--- src/rtl/video_timing_gen_pkg.sv ---
// video_timing_gen_pkg
// Shared types and constants for the video timing generator:
//   - h_state_e / v_state_e : named horizontal and vertical line-segment states
//   - seg_e                 : axis-generic segment state used inside timing_axis
//   - 720p60 reference timing (1280/110/40/220, 720/5/5/20, positive syncs)
package video_timing_gen_pkg;

  typedef enum logic [1:0] {H_ACT, H_FP, H_SYNC, H_BP} h_state_e;
  typedef enum logic [1:0] {V_ACT, V_FP, V_SYNC, V_BP} v_state_e;
  typedef enum logic [1:0] {SEG_ACT, SEG_FP, SEG_SYNC, SEG_BP} seg_e;

  localparam int unsigned H_ACTIVE_720P = 1280;
  localparam int unsigned H_FP_720P     = 110;
  localparam int unsigned H_SYNC_720P   = 40;
  localparam int unsigned H_BP_720P     = 220;
  localparam int unsigned V_ACTIVE_720P = 720;
  localparam int unsigned V_FP_720P     = 5;
  localparam int unsigned V_SYNC_720P   = 5;
  localparam int unsigned V_BP_720P     = 20;
  localparam logic        H_POL_720P    = 1'b1;
  localparam logic        V_POL_720P    = 1'b1;

endpackage

--- src/rtl/video_timing_gen_timing_axis.sv ---
// timing_axis
// One timing axis: a position counter 0..total-1 plus a 4-state segment FSM
// (active, front porch, sync, back porch).
//   clk_i, rst_i   : clock, synchronous active-high reset
//   clear_i        : force position 0 / active segment (idle or frame restart)
//   step_i         : advance one position (wraps to 0 after total-1)
//   act_i..bp_i    : segment widths
//   cnt_o          : registered position
//   state_d_o      : segment of the position being loaded on the next edge
//   last_o         : current position is total-1
module timing_axis
  import video_timing_gen_pkg::*;
#(
  parameter int unsigned W = 13
) (
  input  logic         clk_i,
  input  logic         rst_i,
  input  logic         clear_i,
  input  logic         step_i,
  input  logic [W-1:0] act_i,
  input  logic [W-1:0] fp_i,
  input  logic [W-1:0] sync_i,
  input  logic [W-1:0] bp_i,
  output logic [W-1:0] cnt_o,
  output seg_e         state_d_o,
  output logic         last_o
);
  localparam int unsigned CW = W + 2;

  logic [CW-1:0] b_fp, b_sync, b_bp, total, cnt_inc;
  logic [W-1:0]  cnt_q, cnt_d;
  seg_e          state_q, state_d;

  // Segment start positions; widened so the sum of four widths cannot overflow
  assign b_fp    = CW'(act_i);
  assign b_sync  = b_fp + CW'(fp_i);
  assign b_bp    = b_sync + CW'(sync_i);
  assign total   = b_bp + CW'(bp_i);
  assign cnt_inc = CW'(cnt_q) + CW'(1);
  assign last_o  = (cnt_inc == total);

  // Transitions test the next position against every later boundary, so a
  // zero-width segment is jumped over in the same cycle.
  always_comb begin
    cnt_d   = cnt_q;
    state_d = state_q;
    if (clear_i || (step_i && last_o)) begin
      cnt_d   = '0;
      state_d = SEG_ACT;
    end else if (step_i) begin
      cnt_d = cnt_inc[W-1:0];
      case (state_q)
        SEG_ACT: begin
          if (cnt_inc >= b_bp)        state_d = SEG_BP;
          else if (cnt_inc >= b_sync) state_d = SEG_SYNC;
          else if (cnt_inc >= b_fp)   state_d = SEG_FP;
        end
        SEG_FP: begin
          if (cnt_inc >= b_bp)        state_d = SEG_BP;
          else if (cnt_inc >= b_sync) state_d = SEG_SYNC;
        end
        SEG_SYNC: begin
          if (cnt_inc >= b_bp)        state_d = SEG_BP;
        end
        SEG_BP:  state_d = SEG_BP;
        default: state_d = SEG_ACT;
      endcase
    end
  end

  always_ff @(posedge clk_i) begin
    if (rst_i) begin
      cnt_q   <= '0;
      state_q <= SEG_ACT;
    end else begin
      cnt_q   <= cnt_d;
      state_q <= state_d;
    end
  end

  assign cnt_o     = cnt_q;
  assign state_d_o = state_d;
endmodule

--- src/rtl/video_timing_gen.sv ---
// video_timing_gen
// Programmable raster timing generator: horizontal and vertical counters with
// active / front porch / sync / back porch segments, registered and aligned
// outputs, frame-boundary shadowing of the timing inputs and config checking.
//   clk_in, reset        : pixel clock, synchronous active-high reset
//   enable               : run timing (low = idle at x=0,y=0, syncs inactive)
//   h_*/v_* widths, pols : timing configuration, captured at frame boundaries
//   x, y                 : current pixel position
//   hn_out, vn_out       : syncs at selected polarity
//   den_out              : active pixel
//   frame_start          : pulse on pixel (0,0)
//   cfg_err              : last captured configuration was illegal
module video_timing_gen
  import video_timing_gen_pkg::*;
#(
  parameter int unsigned X_BITS = 13,
  parameter int unsigned Y_BITS = 13
) (
  input  logic              clk_in,
  input  logic              reset,
  input  logic              enable,
  input  logic [X_BITS-1:0] h_active,
  input  logic [X_BITS-1:0] h_fp,
  input  logic [X_BITS-1:0] h_sync,
  input  logic [X_BITS-1:0] h_bp,
  input  logic [Y_BITS-1:0] v_active,
  input  logic [Y_BITS-1:0] v_fp,
  input  logic [Y_BITS-1:0] v_sync,
  input  logic [Y_BITS-1:0] v_bp,
  input  logic              h_pol,
  input  logic              v_pol,
  output logic [X_BITS-1:0] x,
  output logic [Y_BITS-1:0] y,
  output logic              hn_out,
  output logic              vn_out,
  output logic              den_out,
  output logic              frame_start,
  output logic              cfg_err
);
  localparam int unsigned XW = X_BITS + 2;
  localparam int unsigned YW = Y_BITS + 2;
  localparam logic [XW-1:0] X_MAX = {2'b00, {X_BITS{1'b1}}};
  localparam logic [YW-1:0] Y_MAX = {2'b00, {Y_BITS{1'b1}}};

  logic [X_BITS-1:0] h_act_q, h_fp_q, h_sync_q, h_bp_q;
  logic [Y_BITS-1:0] v_act_q, v_fp_q, v_sync_q, v_bp_q;
  logic              h_pol_q, v_pol_q;
  logic              run_q, run_d;
  logic              den_q, den_d, hs_q, hs_d, vs_q, vs_d, fs_q, err_q, err_d;

  logic [XW-1:0] h_tot_in;
  logic [YW-1:0] v_tot_in;
  logic          cfg_bad_in, h_last, v_last, frame_last, capture, start_pix, adv, ax_clear;
  logic          h_pol_eff, v_pol_eff;
  seg_e          h_seg_d, v_seg_d;
  h_state_e      h_st_d;
  v_state_e      v_st_d;

  assign h_tot_in   = XW'(h_active) + XW'(h_fp) + XW'(h_sync) + XW'(h_bp);
  assign v_tot_in   = YW'(v_active) + YW'(v_fp) + YW'(v_sync) + YW'(v_bp);
  assign cfg_bad_in = (h_tot_in > X_MAX) || (v_tot_in > Y_MAX) ||
                      (h_active == '0) || (v_active == '0);

  // While idle the shadows simply follow the inputs, so each idle cycle acts
  // as a capture point and a repaired config restarts on the next cycle.
  assign frame_last = run_q & h_last & v_last;
  assign capture    = ~run_q | frame_last;
  assign start_pix  = enable & capture & ~cfg_bad_in;
  assign adv        = enable & run_q & ~frame_last;
  assign run_d      = start_pix | adv;
  assign ax_clear   = reset | ~adv;
  assign h_pol_eff  = capture ? h_pol : h_pol_q;
  assign v_pol_eff  = capture ? v_pol : v_pol_q;

  timing_axis #(.W(X_BITS)) u_h_axis (
    .clk_i    (clk_in),
    .rst_i    (reset),
    .clear_i  (ax_clear),
    .step_i   (adv),
    .act_i    (h_act_q),
    .fp_i     (h_fp_q),
    .sync_i   (h_sync_q),
    .bp_i     (h_bp_q),
    .cnt_o    (x),
    .state_d_o(h_seg_d),
    .last_o   (h_last)
  );

  timing_axis #(.W(Y_BITS)) u_v_axis (
    .clk_i    (clk_in),
    .rst_i    (reset),
    .clear_i  (ax_clear),
    .step_i   (adv & h_last),
    .act_i    (v_act_q),
    .fp_i     (v_fp_q),
    .sync_i   (v_sync_q),
    .bp_i     (v_bp_q),
    .cnt_o    (y),
    .state_d_o(v_seg_d),
    .last_o   (v_last)
  );

  assign h_st_d = h_state_e'(h_seg_d);
  assign v_st_d = v_state_e'(v_seg_d);

  // Flag outputs are decoded from the axes' next state so they land in the
  // same cycle as the registered counters they describe.
  always_comb begin
    den_d = run_d & (h_st_d == H_ACT) & (v_st_d == V_ACT);
    hs_d  = (run_d && (h_st_d == H_SYNC)) ? h_pol_eff : ~h_pol_eff;
    vs_d  = (run_d && (v_st_d == V_SYNC)) ? v_pol_eff : ~v_pol_eff;
    err_d = (enable && capture) ? cfg_bad_in : err_q;
  end

  always_ff @(posedge clk_in) begin
    if (reset) begin
      h_act_q  <= h_active;
      h_fp_q   <= h_fp;
      h_sync_q <= h_sync;
      h_bp_q   <= h_bp;
      v_act_q  <= v_active;
      v_fp_q   <= v_fp;
      v_sync_q <= v_sync;
      v_bp_q   <= v_bp;
      h_pol_q  <= h_pol;
      v_pol_q  <= v_pol;
      run_q    <= 1'b0;
      den_q    <= 1'b0;
      fs_q     <= 1'b0;
      err_q    <= 1'b0;
      hs_q     <= ~h_pol;
      vs_q     <= ~v_pol;
    end else begin
      if (capture) begin
        h_act_q  <= h_active;
        h_fp_q   <= h_fp;
        h_sync_q <= h_sync;
        h_bp_q   <= h_bp;
        v_act_q  <= v_active;
        v_fp_q   <= v_fp;
        v_sync_q <= v_sync;
        v_bp_q   <= v_bp;
        h_pol_q  <= h_pol;
        v_pol_q  <= v_pol;
      end
      run_q <= run_d;
      den_q <= den_d;
      fs_q  <= start_pix;
      err_q <= err_d;
      hs_q  <= hs_d;
      vs_q  <= vs_d;
    end
  end

  assign den_out     = den_q;
  assign hn_out      = hs_q;
  assign vn_out      = vs_q;
  assign frame_start = fs_q;
  assign cfg_err     = err_q;
endmodule

--- config.mk ---
export PLATFORM = sky130hd
export DESIGN_NAME = video_timing_gen
export DESIGN_NICKNAME = d
export VERILOG_FILES = /design/src/rtl/video_timing_gen_pkg.sv /design/src/rtl/video_timing_gen_timing_axis.sv /design/src/rtl/video_timing_gen.sv
export SDC_FILE = /design/constraint.sdc
export NUM_CORES = 1
export LEC_CHECK = 0
export ABC_AREA = 1
export BUFFER_PORTS_ARGS = -buffer_cell sky130_fd_sc_hd__buf_2
export CORE_ASPECT_RATIO = 0.75
export CORE_MARGIN = 3
export CORE_UTILIZATION = 55
export CTS_BUF_LIST = sky130_fd_sc_hd__clkbuf_4 sky130_fd_sc_hd__clkbuf_8
export DETAILED_ROUTE_END_ITERATION = 12
export PLACE_DENSITY = 0.75
export SETUP_SLACK_MARGIN = 0.5
export SLEW_MARGIN = 20
export SYNTH_ARGS = -nofsm -noshare
export SYNTH_HDL_FRONTEND = slang
export SYNTH_HIERARCHICAL = 1
export SYNTH_SLANG_ARGS = --single-unit
--- constraint.sdc ---
create_clock -name clk_in -period 9.94 [get_ports clk_in]
set_input_delay 2.485 -clock clk_in [delete_from_list [all_inputs] [get_ports clk_in]]
set_output_delay 2.485 -clock clk_in [all_outputs]
set_load 0.01 [all_outputs]
## After elaboration in Yosys (flattened, before gate mapping)

Cells that the tools add are included.

- Add/sub/neg operators: 14
- Multipliers: 0
- Divide/modulo/power cells: 0
- Magnitude comparators: 8
- Equality and inequality tests: 10
- Shift operators: 0
- Multiplexer cells: 42
- Bitwise gates (word level): 20
- Reductions and logical operators: 19

Operators by type and width:

| kind | count |
|---|---|
| $mux 13 | 16 |
| $add 15x13->15 | 6 |
| $ge 15x15->1 | 4 |
| $add 13x13->14 | 4 |
| $mux 2 | 16 |
| $add 14x13->15 | 2 |
| $eq 15x15->1 | 2 |
| $ge 15x13->1 | 2 |
| $gt 15x13->1 const B | 2 |
| $add 13x1->14 const B | 2 |
| $logic_not 13->1 | 2 |
| $pmux 2 s4 | 2 |
| $eq 2x2->1 const B | 6 |
| $and 1x1->1 | 9 |
| $logic_not 2->1 | 4 |
| $mux 1 | 8 |
| $not 1->1 | 8 |
| $logic_and 1x1->1 | 5 |
| $logic_or 1x1->1 | 5 |
| $eq 2x1->1 const B | 2 |
| $reduce_or 2->1 | 2 |
| $or 1x1->1 | 3 |
| $reduce_bool 2->1 | 1 |

- Flip-flop bits (word level): 142
- Bits in latches: 0
- Bits in writable memories: 0
- Memory bits (read-only): 0
- Input port bits: 109
- Output and inout bits: 31
- Word-level logic and storage cells: 133
- Memories: 0

## Logic depth before layout (Yosys ltp)

Gate-level depths: netlist (run 1).

- Word-level depth: 16
- Mapped depth: 49
- Gate-level depth less buffers: 48

## Cells and area by module

Netlist (run 1), hierarchy kept.

By module, submodules not included:

| module | instances | cells each | area each (um^2) | sequential area each (um^2) |
|---|---|---|---|---|
| video_timing_gen | 1 | 530 | 6,037.0 | 3,283.1 |
| timing_axis at u_h_axis | 1 | 758 | 4,573.1 | 300.3 |
| timing_axis at u_v_axis | 1 | 766 | 4,483.0 | 300.3 |

## Worst setup path after synthesis (run 1)

No wires, ideal clock.

- Kind: flip-flop to flip-flop
- From: register v_act_q[0]
- To: register hs_q (netlist: hn_out)
- Library setup time: 0.056 ns
- Data arrival time: 7.083 ns
- Data required time: 9.884 ns
- Setup slack: 2.801 ns
- Stages on the path, launching flop included: 36
- Period minus slack after synthesis: 7.139 ns
- Cell sequence: edfxtp_1 ha_1 inv_1 fa_1 nor4_1 nor2_1 o21ai_0 xor2_1 inv_1 ha_1 nand2_1 o21ai_0 a21oi_1 o21bai_1 xor2_1 inv_1 ha_1 nand2_1 nor2_1 nand3_1 nand3_1 nand2_1 nand2_1 nand3_1 nand2_1 inv_1 nor2_1 and3_1 nand2_1 nand2_1 nor2_1 inv_1 o21ai_0 nand2_1 nand2_1 inv_1

- Longest elaborated chain between the ends: 15

RTL lines:

| element | RTL line | source |
|---|---|---|
| start: declaration | video_timing_gen.sv:46 | `logic [Y_BITS-1:0] v_act_q, v_fp_q, v_sync_q, v_bp_q;` |
| start signal: assignment | video_timing_gen.sv:121 | `v_act_q <= v_active;` |
| start signal: assignment | video_timing_gen.sv:139 | `v_act_q <= v_active;` |
| $add 13x13->14 (*) | video_timing_gen_timing_axis.sv:36 | `assign b_sync = b_fp + CW'(fp_i);` |
| $add 15x13->15 (*) | video_timing_gen_timing_axis.sv:37 | `assign b_bp = b_sync + CW'(sync_i);` |
| $add 15x13->15 (*) | video_timing_gen_timing_axis.sv:38 | `assign total = b_bp + CW'(bp_i);` |
| $eq 15x15->1 (*) | video_timing_gen_timing_axis.sv:40 | `assign last_o = (cnt_inc == total);` |
| named net v_last | video_timing_gen.sv:53 | `logic cfg_bad_in, h_last, v_last, frame_last, capture, start_pix, adv, ax_clear;` |
| $and 1x1->1 (*) | video_timing_gen.sv:66 | `assign frame_last = run_q & h_last & v_last;` |
| $not 1->1 | video_timing_gen.sv:69 | `assign adv = enable & run_q & ~frame_last;` |
| $and 1x1->1 | video_timing_gen.sv:69 |  |
| $not 1->1 | video_timing_gen.sv:71 | `assign ax_clear = reset \| ~adv;` |
| $or 1x1->1 | video_timing_gen.sv:71 |  |
| $logic_or 1x1->1 | video_timing_gen_timing_axis.sv:47 | `if (clear_i \|\| (step_i && last_o)) begin` |
| $mux 2 | video_timing_gen_timing_axis.sv:47 |  |
| $eq 2x2->1 | video_timing_gen.sv:110 | `hs_d = (run_d && (h_st_d == H_SYNC)) ? h_pol_eff : ~h_pol_eff;` |
| $logic_and 1x1->1 | video_timing_gen.sv:110 |  |
| $mux 1 (*) | video_timing_gen.sv:110 |  |
| $mux 1 (*) | video_timing_gen.sv:116 | `if (reset) begin` |
| end signal: assignment | video_timing_gen.sv:131 | `hs_q <= ~h_pol;` |
| end signal: assignment | video_timing_gen.sv:150 | `hs_q <= hs_d;` |
| end: declaration | video_timing_gen.sv:49 | `logic den_q, den_d, hs_q, hs_d, vs_q, vs_d, fs_q, err_q, err_d;` |

Mark *: on every way through the listed nets, which the timed path passes. The rest lies on a longest branch.
A chain may end at the register's enable or synchronous reset.

## Final worst setup path (run 1)

- From: register h_act_q[0]
- To: register vs_q (netlist: vn_out)

- Longest elaborated chain between the ends: 16

RTL lines:

| element | RTL line | source |
|---|---|---|
| start: declaration | video_timing_gen.sv:45 | `logic [X_BITS-1:0] h_act_q, h_fp_q, h_sync_q, h_bp_q;` |
| start signal: assignment | video_timing_gen.sv:117 | `h_act_q <= h_active;` |
| start signal: assignment | video_timing_gen.sv:135 | `h_act_q <= h_active;` |
| $add 13x13->14 (*) | video_timing_gen_timing_axis.sv:36 |  |
| $add 15x13->15 (*) | video_timing_gen_timing_axis.sv:37 |  |
| $add 15x13->15 (*) | video_timing_gen_timing_axis.sv:38 |  |
| $eq 15x15->1 (*) | video_timing_gen_timing_axis.sv:40 |  |
| named net h_last | video_timing_gen.sv:53 |  |
| $and 1x1->1 (*) (2 in series) | video_timing_gen.sv:66 |  |
| $not 1->1 (*) | video_timing_gen.sv:69 |  |
| $and 1x1->1 (*) | video_timing_gen.sv:69 |  |
| named net adv | video_timing_gen.sv:53 |  |
| [... 1 more ...] | - |  |
| $logic_and 1x1->1 or $or 1x1->1 (tied branches) | video_timing_gen_timing_axis.sv:47, video_timing_gen.sv:71 |  |
| $logic_or 1x1->1 | video_timing_gen_timing_axis.sv:47 |  |
| $mux 2 (*) | video_timing_gen_timing_axis.sv:47 |  |
| named net v_seg_d[0] | video_timing_gen.sv:55 | `seg_e h_seg_d, v_seg_d;` |
| $eq 2x2->1 (*) | video_timing_gen.sv:111 | `vs_d = (run_d && (v_st_d == V_SYNC)) ? v_pol_eff : ~v_pol_eff;` |
| $logic_and 1x1->1 (*) | video_timing_gen.sv:111 |  |
| $mux 1 (*) | video_timing_gen.sv:111 |  |
| $mux 1 (*) | video_timing_gen.sv:116 |  |
| end signal: assignment | video_timing_gen.sv:132 | `vs_q <= ~v_pol;` |
| end signal: assignment | video_timing_gen.sv:151 | `vs_q <= vs_d;` |
| end: declaration | video_timing_gen.sv:49 |  |

Marked as above.

==> results of run 1 <==
-- sequential cells by signal, indices dropped and copies added, names as in the netlist, 2 cells and up --
signal	flops
v_sync_q	13
u_v_axis/state_q	2
u_h_axis/state_q	2
v_bp_q	13
h_bp_q	13
v_act_q	13
u_v_axis/cnt_o	13
h_sync_q	13
u_h_axis/cnt_o	13
h_fp_q	13
v_fp_q	13
h_act_q	13
-- per-layer routing --
metal  up-vias  track usage
met3        29      0.05064
met5         -            0
met2       486       0.3871
met1      6173       0.4297
li1       6798            -
met4         0      0.04772
-- critical path, delay by kind of cell (launching register included) --
| kind | cells | cell delay (ns) |
|---|---|---|
| DFF | 1 | 0.37 |
| buffers and inverters | 8 | 1.05 |
| AOI/OAI and AO/OA | 6 | 1.07 |
| xor gates and xnor gates | 2 | 0.48 |
| and+or+nand+nor | 25 | 2.53 |
| adders and majority gates | 4 | 1.23 |
-- layout make-up --
type	count	area, µm²	share of cell area
multi-input cells	1421	9324	0.5643
flip-flops and latches	142	3884	0.2351
inverters	482	1812	0.1097
repair buffers	141	710.7	0.04301
well taps	344	430.4	0.02605
clock buffers	17	234.0	0.01416
clock inverters	15	127.6	0.007724
-- power groups by stage --
stage	Clock [mW]	Sequential (mW)	Combinational, mW
after floorplan	0	0.700	1.58
after global placement	0	0.710	1.94
after detailed placement	0	0.711	2.00
after CTS	0.456	0.698	2.02
after global routing	0.484	0.701	2.35
final	0.450	0.698	2.04
-- placed cells by master, fill, tap and decap left out, types with 6 or more instances in the layout --
| cell | count |
|---|---|
| nor3_1 | 15 |
| o21bai_1 | 17 |
| inv_1 | 472 |
| a21oi_1 | 103 |
| clkbuf_8 | 17 |
| inv_2 | 7 |
| nand2_2 | 16 |
| nand4_1 | 35 |
| dfxtp_1 | 38 |
| o21ai_0 | 56 |
| fa_1 | 58 |
| a21o_1 | 9 |
| edfxtp_1 | 104 |
| nor2_2 | 20 |
| nor4_1 | 7 |
| nor3_2 | 6 |
| o211ai_1 | 6 |
| xnor2_1 | 13 |
| nand2_1 | 509 |
| nand3b_1 | 10 |
| ha_1 | 192 |
| nor2_4 | 17 |
| buf_2 | 139 |
| xor2_1 | 41 |
| nand3_1 | 115 |
| nor2_1 | 137 |
-- path summary, 6_finish.rpt --
check                   from      end  slack (ns)  cells after the start
setup / recovery  h_act_q[0]   vn_out        3.13                     45
hold / removal       v_pol_q  v_pol_q        0.56                      2
setup reg to reg  h_act_q[0]   vn_out        3.13                     45
hold reg to reg      v_pol_q  v_pol_q        0.56                      2
-- logic make-up after synthesis --
| kind of cell | synth area share |
|---|---|
| fa+ha+maj | 0.2361 |
| mux | 0.0006632 |
| buf+inv | 0.1249 |
| compound gates | 0.07685 |
| simple gates | 0.2707 |
| xor+xnor | 0.03349 |
| flops | 0.2573 |
==> metrics, run 1 <==
Synth top area share 0.2069; status completed; TritonCTS clock tree built; largest net degree at the start of global routing 66; Post-Layout Cell Count 2,562; CTS Buf Count 17; startpoint types flop; fin nets 2,564; Setup crit end kind flop; register share of total power 0.219; Worst-Margin Slew 0.7923 ns; Placed Instance Area 16,160 µm²; post-CTS resize count 0; worst vdd ir 0.1084 mV; clock sink count 142; Syn Area/Cell 7.348 µm²; final worst setup slack 3.129 ns; area grow syn2layout 9.467%; met2 WL post-DR 15.56 mm; CTS Hold Buffers Added 0; number of synthesized flops with an enable pin 104; post-synth cell types 50; initial antenna violation count 0; crit path kind flop to flop; Detail Route met3 WL 3.737 mm; count of pins over their slew limit 0; Tot GR Track Use 0.2714; Max-slew headroom 0.4718; final WL 39.60 mm; fin crit share 0.6852; Place WS 3.224 ns; WP data arrival 7.17 ns; DR WL/cell 15.46 µm; synthesis warning total 6; routed vias/inst 5.264; highest routed layer met4; post-synth top area cell edfxtp_1; Fin. Hold Viols 0; Switch Pwr 1.597 mW; post-synthesis net count 2,413; Worst Hold Class flop to flop; global-route wire length before repair 62.26 mm; Net Sw Frac 0.5002; Port Buffers 139; sequential area share after synthesis 0.2573; Die X 197.3 µm; clk slew on worst S/H paths 0.09 ns; setup repair after global routing missed its margin no; Logic pwr share 0.640; Worst path slowest cell fa_1; fin crit period 6.811 ns; Worst Hold Margin 0.5608 ns; WP data required 10.30 ns; ANT cells 0; final setup fails 0; share of layout cells above drive strength 1 0.1154; RePlAce Congestion 0.9155; Synth Instances 2,054; leakage 9.135 nW; Starting Density 0.5700; fillers 2,376; placed cell count 2,530; metal1 wirelength 19.88 mm; core area 26,480 µm²; die height 149.5 µm; vias in the first global route 12,500; CP max FO 17; Design Power 3.193 mW; Post-synth top cells nand2_1, inv_1, ha_1; P per Cell Area 193.2 nW/µm²; critical path's most frequent cell nand2_1; Residual DRC 0; Max Freq 0.1468 GHz; leading post-synthesis cells by cell area edfxtp_1, ha_1, nand2_1; Post-CTS Setup Bufs 0; H-tree levels 4; Pint 1.596 mW; setup TNS 0 ns; mapped cell area 15,090 µm²; fin util 0.6239; Die ar. 29,490 µm²; Rows 51; Synth Register Bits 142; Antenna Nets Post-Route 0; worst skew pair latency 0.47 ns; I/O Pins 140; CTS max path bufs 2; initial drt markers 1,030; CP peak stage delay 0.43 ns; clock network fraction of total power 0.141; clk_skew 0.02530 ns; count leader, synth nand2_1; max cap viols 0; Final HPWL DP 33.91 mm; drt pass-1 iters 6; Clk Tree Root Cell clkbuf_8; Primary FF master, synth edfxtp_1; post-synthesis async set-or-reset flop share 0; detailed-route via count 13,490; Final Instance Area 16,520 µm²; grt ovf 0
Note: power is estimated with default switching activity, not from simulation.
==> run 2: changes to the inputs <==
Settings changed: PLACE_DENSITY 0.75 to 0.78.
Clock period 9.94 ns to 5.8 ns, I/O delays scaled along.
==> metrics, run 2 (same netlist as run 1, synthesis figures left out) <==
status finished, violations left (was completed); violated checks negative setup slack; I/O Pins 140 (unchanged); Clk Tree Root Cell clkbuf_8 (unchanged); Detail Route met3 WL 4.862 mm (was 3.737 mm); Final Instance Area 18,300 µm² (was 16,520 µm²); fillers 2,082 (was 2,376); Max Freq 0.1721 GHz (was 0.1468 GHz); largest net degree at the start of global routing 27 (was 66); Worst Hold Class flop to flop (unchanged); CP peak stage delay 0.37 ns (was 0.43 ns); reg2reg end vn_out (unchanged); met2 WL post-DR 19.24 mm (was 15.56 mm); CP Depth 42 (was 45); Pint 3.254 mW (was 1.596 mW); area grow syn2layout 21.21% (was 9.467%); count of pins over their slew limit 0 (unchanged); most frequent cells in the layout nand2_1, inv_1, ha_1 (unchanged); vias in the first global route 13,380 (was 12,500); share of layout cells above drive strength 1 0.2246 (was 0.1154); setup repair after global routing missed its margin yes (was no); Residual DRC 0 (unchanged); clk slew on worst S/H paths 0.10 ns (was 0.09 ns); Net Sw Frac 0.4912 (was 0.5002); highest routed layer met4 (unchanged); Fin. Hold Viols 0 (unchanged); WP data required 6.22 ns (was 10.30 ns); P per Cell Area 349.5 nW/µm² (was 193.2 nW/µm²); CP max FO 4 (was 17); Worst Setup SP v_act_q[0] (was h_act_q[0]); worst skew pair latency 0.48 ns (was 0.47 ns); Antenna Nets Post-Route 0 (unchanged); Logic pwr share 0.687 (was 0.640); die height 149.5 µm (unchanged); drt pass-1 iters 6 (unchanged); Tot GR Track Use 0.2963 (was 0.2714); final worst setup slack -0.009929 ns (was 3.129 ns); clk_skew 0.02683 ns (was 0.02530 ns); H-tree levels 4 (unchanged); detailed-route via count 14,530 (was 13,490); Design Power 6.394 mW (was 3.193 mW); initial drt markers 1,205 (was 1,030); leakage 9.690 nW (was 9.135 nW); TritonCTS clock tree built (unchanged); most common cell after layout, fill and taps aside nand2_1 (unchanged); RePlAce Congestion 0.9334 (was 0.9155); routed vias/inst 5.491 (was 5.264); multi-input logic area 10,310 µm² (was 9324 µm²); startpoint types flop (unchanged); Worst path slowest cell edfxtp_1 (was fa_1); WP data arrival 6.23 ns (was 7.17 ns); Placed Instance Area 16,310 µm² (was 16,160 µm²); Starting Density 0.5700 (unchanged); final setup fails 1 (was 0); Setup crit end kind flop (unchanged); clock network fraction of total power 0.124 (was 0.141); CP endpoint vn_out (unchanged); Reg2Reg Setup Slack -0.01 ns (was 3.13 ns); placed cell count 2,541 (was 2,530); max cap viols 0 (unchanged); area occupied by registers 3884 µm² (unchanged); fin crit period 5.810 ns (was 6.811 ns); metal1 wirelength 20.75 mm (was 19.88 mm); final WL 45.53 mm (was 39.60 mm); Post-Layout Cell Count 2,646 (was 2,562); core area 26,480 µm² (unchanged); clock sink count 142 (unchanged); fin nets 2,648 (was 2,564); Die ar. 29,490 µm² (unchanged); Worst Hold Margin 0.4765 ns (was 0.5608 ns); ANT cells 0 (unchanged); fin crit share 1.002 (was 0.6852); worst vdd ir 0.2039 mV (was 0.1084 mV); DR WL/cell 17.21 µm (was 15.46 µm); CP delay by family, top simple AND/OR/NAND/NOR gates (unchanged); Port Buffers 139 (unchanged); Final HPWL DP 34.58 mm (was 33.91 mm); critical path's most frequent cell nand2_2 (was nand2_1); CTS Buf Count 17 (unchanged); CTS max path bufs 2 (unchanged); Place WS -0.1683 ns (was 3.224 ns); Worst-Margin Slew 0.7649 ns (was 0.7923 ns); FF-to-FF Start v_act_q[0] (was h_act_q[0]); grt ovf 0 (unchanged); initial antenna violation count 0 (unchanged); global-route wire length before repair 67.89 mm (was 62.26 mm); cell count of the worst reg-to-reg path 42 (was 45); Switch Pwr 3.141 mW (was 1.597 mW); CP Buf/Inv Count 7 (was 8); Die X 197.3 µm (unchanged); register share of total power 0.189 (was 0.219); crit path kind flop to flop (unchanged); Rows 51 (unchanged); Max-slew headroom 0.4883 (was 0.4718)
run 2: cell types whose count changed in the layout (fill, tap and decap cells not counted), sizes merged:
cell	delta
buf	+84
inv	-5
clkbuf	+4
bufinv	+1
clkinv	-1
clkinvlp	+1
run 2: worst register-to-register path, delay by kind of cell, from the launching register on:
kind | cells | cell delay, ns
AO/OA/AOI/OAI | 5 | 0.70
XOR/XNOR | 2 | 0.38
adder cells (fa/ha/maj) | 4 | 1.16
buffers and inverters | 7 | 0.58
flip-flops | 1 | 0.37
AND/OR/NAND/NOR | 24 | 2.56
run 2: cell type report:
| cell class | instances | share of cell area |
|---|---|---|
| timing repair buffer | 225 | 0.08091 |
| inverter | 482 | 0.09923 |
| clock buffer | 21 | 0.01443 |
| multi-input combinational | 1421 | 0.5636 |
| sequential | 142 | 0.2123 |
| tap | 344 | 0.02353 |
| clock inverter | 11 | 0.006018 |
run 2: worst min-delay path by stage:
stage               cells after the start    start      end
detailed placement                      2  h_pol_q  h_pol_q
global route                            2  h_pol_q  h_pol_q
finish                                  2  h_pol_q  h_pol_q
CTS                                     2  h_pol_q  h_pol_q
global placement                        2  h_pol_q  h_pol_q
floorplan                               2  h_pol_q  h_pol_q
run 2: timing repair:
item,in CTS,in global routing
gates resized for setup,89,130
pin swaps,54,84
buffers inserted,43,27
hold buffers,0,0
endpoints found under the setup margin,142,142
cloned,3,0
run 2: power by group through the flow:
stage / registers, mW / logic, mW / clock network, mW
2_1_floorplan: 1.20 / 2.73 / 0
3_3_place_gp: 1.22 / 3.38 / 0
3_5_place_dp: 1.22 / 3.50 / 0
4_1_cts: 1.20 / 3.84 / 0.802
5_1_grt: 1.21 / 4.89 / 0.846
6_report: 1.21 / 4.39 / 0.792
run 2: stage by stage:
stage	TNS [ns]	utilization
4_1_cts	0	0.6631
2_1_floorplan	-38.87	-
6_report	-0.009929	0.6909
3_5_place_dp	-6.723	0.6157
3_3_place_gp	-0.04102	0.6157
5_1_grt	-7.188	0.6909
run 2: layer usage:
| metal | vias to the layer above | GRT usage |
|---|---|---|
| li1 | 6958 | - |
| met1 | 6750 | 0.4569 |
| met2 | 753 | 0.4364 |
| met3 | 69 | 0.04862 |
| met4 | 0 | 0.06553 |
| met5 | - | 0 |
==> run 3: changes to the inputs <==
Settings changed: RECOVER_POWER set to 100.
==> metrics, run 3 (same netlist as run 1, synthesis figures left out) <==
CTS max path bufs 2 (unchanged); WP data required 6.17 ns (was 6.22 ns); hold depth 2 (unchanged); RePlAce Congestion 0.9334 (unchanged); WP data arrival 6.19 ns (was 6.23 ns); fin crit period 5.814 ns (was 5.810 ns); Fin. Hold Viols 0 (unchanged); crit path kind flop to flop (unchanged); Post-Layout Cell Count 2,646 (unchanged); status finished, violations left (unchanged); most frequent cells in the layout nand2_1, inv_1, ha_1 (unchanged); area grow syn2layout 20.17% (was 21.21%); Tot GR Track Use 0.2963 (unchanged); detailed-route via count 14,530 (about the same); share of layout cells above drive strength 1 0.1699 (was 0.2246); H-tree levels 4 (unchanged); final worst setup slack -0.01448 ns (was -0.009929 ns); Antenna Nets Post-Route 0 (unchanged); CP Depth 41 (was 42); placed cell count 2,541 (unchanged); Residual DRC 0 (unchanged); fin nets 2,648 (unchanged); fin util 0.6849 (was 0.6909); CTS Buf Count 17 (unchanged); startpoint types flop (unchanged); Die X 197.3 µm (unchanged); Starting Density 0.5700 (unchanged); initial drt markers 1,237 (was 1,205); count of pins over their slew limit 0 (unchanged); global-route wire length before repair 67.89 mm (unchanged); largest net degree at the start of global routing 27 (unchanged); Port Buffers 139 (unchanged); CP peak stage delay 0.37 ns (about the same); CP Buf/Inv Count 7 (unchanged); vias in the first global route 13,380 (unchanged); cell count of the worst reg-to-reg path 41 (was 42); leakage 9.296 nW (was 9.690 nW); final WL 45.65 mm (was 45.53 mm); routed vias/inst 5.492 (was 5.491); P per Cell Area 352.2 nW/µm² (was 349.5 nW/µm²); max cap viols 0 (unchanged); die height 149.5 µm (unchanged); grt ovf 0 (unchanged); setup repair after global routing missed its margin yes (unchanged); Rows 51 (unchanged); Place WS -0.1683 ns (unchanged); most common cell after layout, fill and taps aside nand2_1 (unchanged); drt pass-1 iters 6 (unchanged); Worst Hold Class flop to flop (unchanged); Max Freq 0.1720 GHz (was 0.1721 GHz); Final HPWL DP 34.58 mm (unchanged); fin crit share 1.002 (about the same); initial antenna violation count 0 (unchanged); clk_skew 0.02637 ns (was 0.02683 ns); I/O Pins 140 (unchanged); DR WL/cell 17.25 µm (was 17.21 µm); clock sink count 142 (unchanged); ANT cells 0 (unchanged); critical path's most frequent cell nand2_2 (unchanged); Max-slew headroom 0.4780 (was 0.4883); Worst-Margin Slew 0.7803 ns (was 0.7649 ns); CP delay by family, top simple AND/OR/NAND/NOR gates (unchanged); worst skew pair latency 0.48 ns (about the same); Worst Hold Margin 0.4751 ns (was 0.4765 ns); final setup fails 1 (unchanged); fillers 2,151 (was 2,082); core area 26,480 µm² (unchanged); Die ar. 29,490 µm² (unchanged); Clk Tree Root Cell clkbuf_8 (unchanged); CP max FO 4 (unchanged); violated checks negative setup slack (unchanged); worst vdd ir 0.2035 mV (was 0.2039 mV); Setup crit end kind flop (unchanged); setup TNS -0.01448 ns (was -0.009929 ns); clk slew on worst S/H paths 0.10 ns (about the same); Worst path slowest cell edfxtp_1 (unchanged); TritonCTS clock tree built (unchanged)
[run 3: cell type report]
| type | instances | area (µm²) | share of cell area |
|---|---|---|---|
| Tap cell | 344 | 430.4 | 0.02373 |
| Timing Repair Buffer | 225 | 1323 | 0.07292 |
| Sequential cell | 142 | 3884 | 0.2141 |
| Inverter | 482 | 1815 | 0.1001 |
| Clock buffer | 21 | 264.0 | 0.01456 |
| Clock inverter | 11 | 110.1 | 0.006071 |
| Multi-Input combinational cell | 1421 | 10310 | 0.5685 |
[run 3: worst paths after layout]
| path | start | end | slack, ns |
|---|---|---|---|
| worst min register to register | h_pol_q | h_pol_q | 0.48 |
| worst min-delay path | h_pol_q | h_pol_q | 0.48 |
| worst max-delay path | v_act_q[0] | vn_out | -0.01 |
| worst max register to register | v_act_q[0] | vn_out | -0.01 |
[run 3: routing by layer]
metal | global-route usage | vias up | routed length, µm
li1 | - | 6959 | -
met1 | 0.4569 | 6759 | 20620
met2 | 0.4364 | 747 | 19240
met3 | 0.04862 | 67 | 5111
met4 | 0.06553 | 0 | 676
met5 | 0 | - | 0
[run 3: stage by stage]
stage	power (mW)	cell area [µm²]
after floorplan	3.933	15170
after global placement	4.601	16310
after detailed placement	4.722	16310
after CTS	5.848	17560
after global routing	6.940	18140
final	6.388	18140
[run 3: repair_timing]
item / CTS / global route
setup buffers: 43 / 27
pin swaps: 54 / 84
endpoints found under the setup margin: 142 / 142
resized for setup: 89 / 130
gates cloned: 3 / 0
hold buffers: 0 / 0
[run 3: power breakdown]
group / internal (mW) / switching, mW
Clock: 0.363 / 0.427
Sequential: 1.16 / 0.0528
Combinational: 1.72 / 2.66
Total: 3.24 / 3.14
[run 3: tightest hold or removal path, stage by stage, from the launching register on]
cell     delay [ns]
dfxtp_1        0.30
inv_1          0.07
o21ai_2        0.06
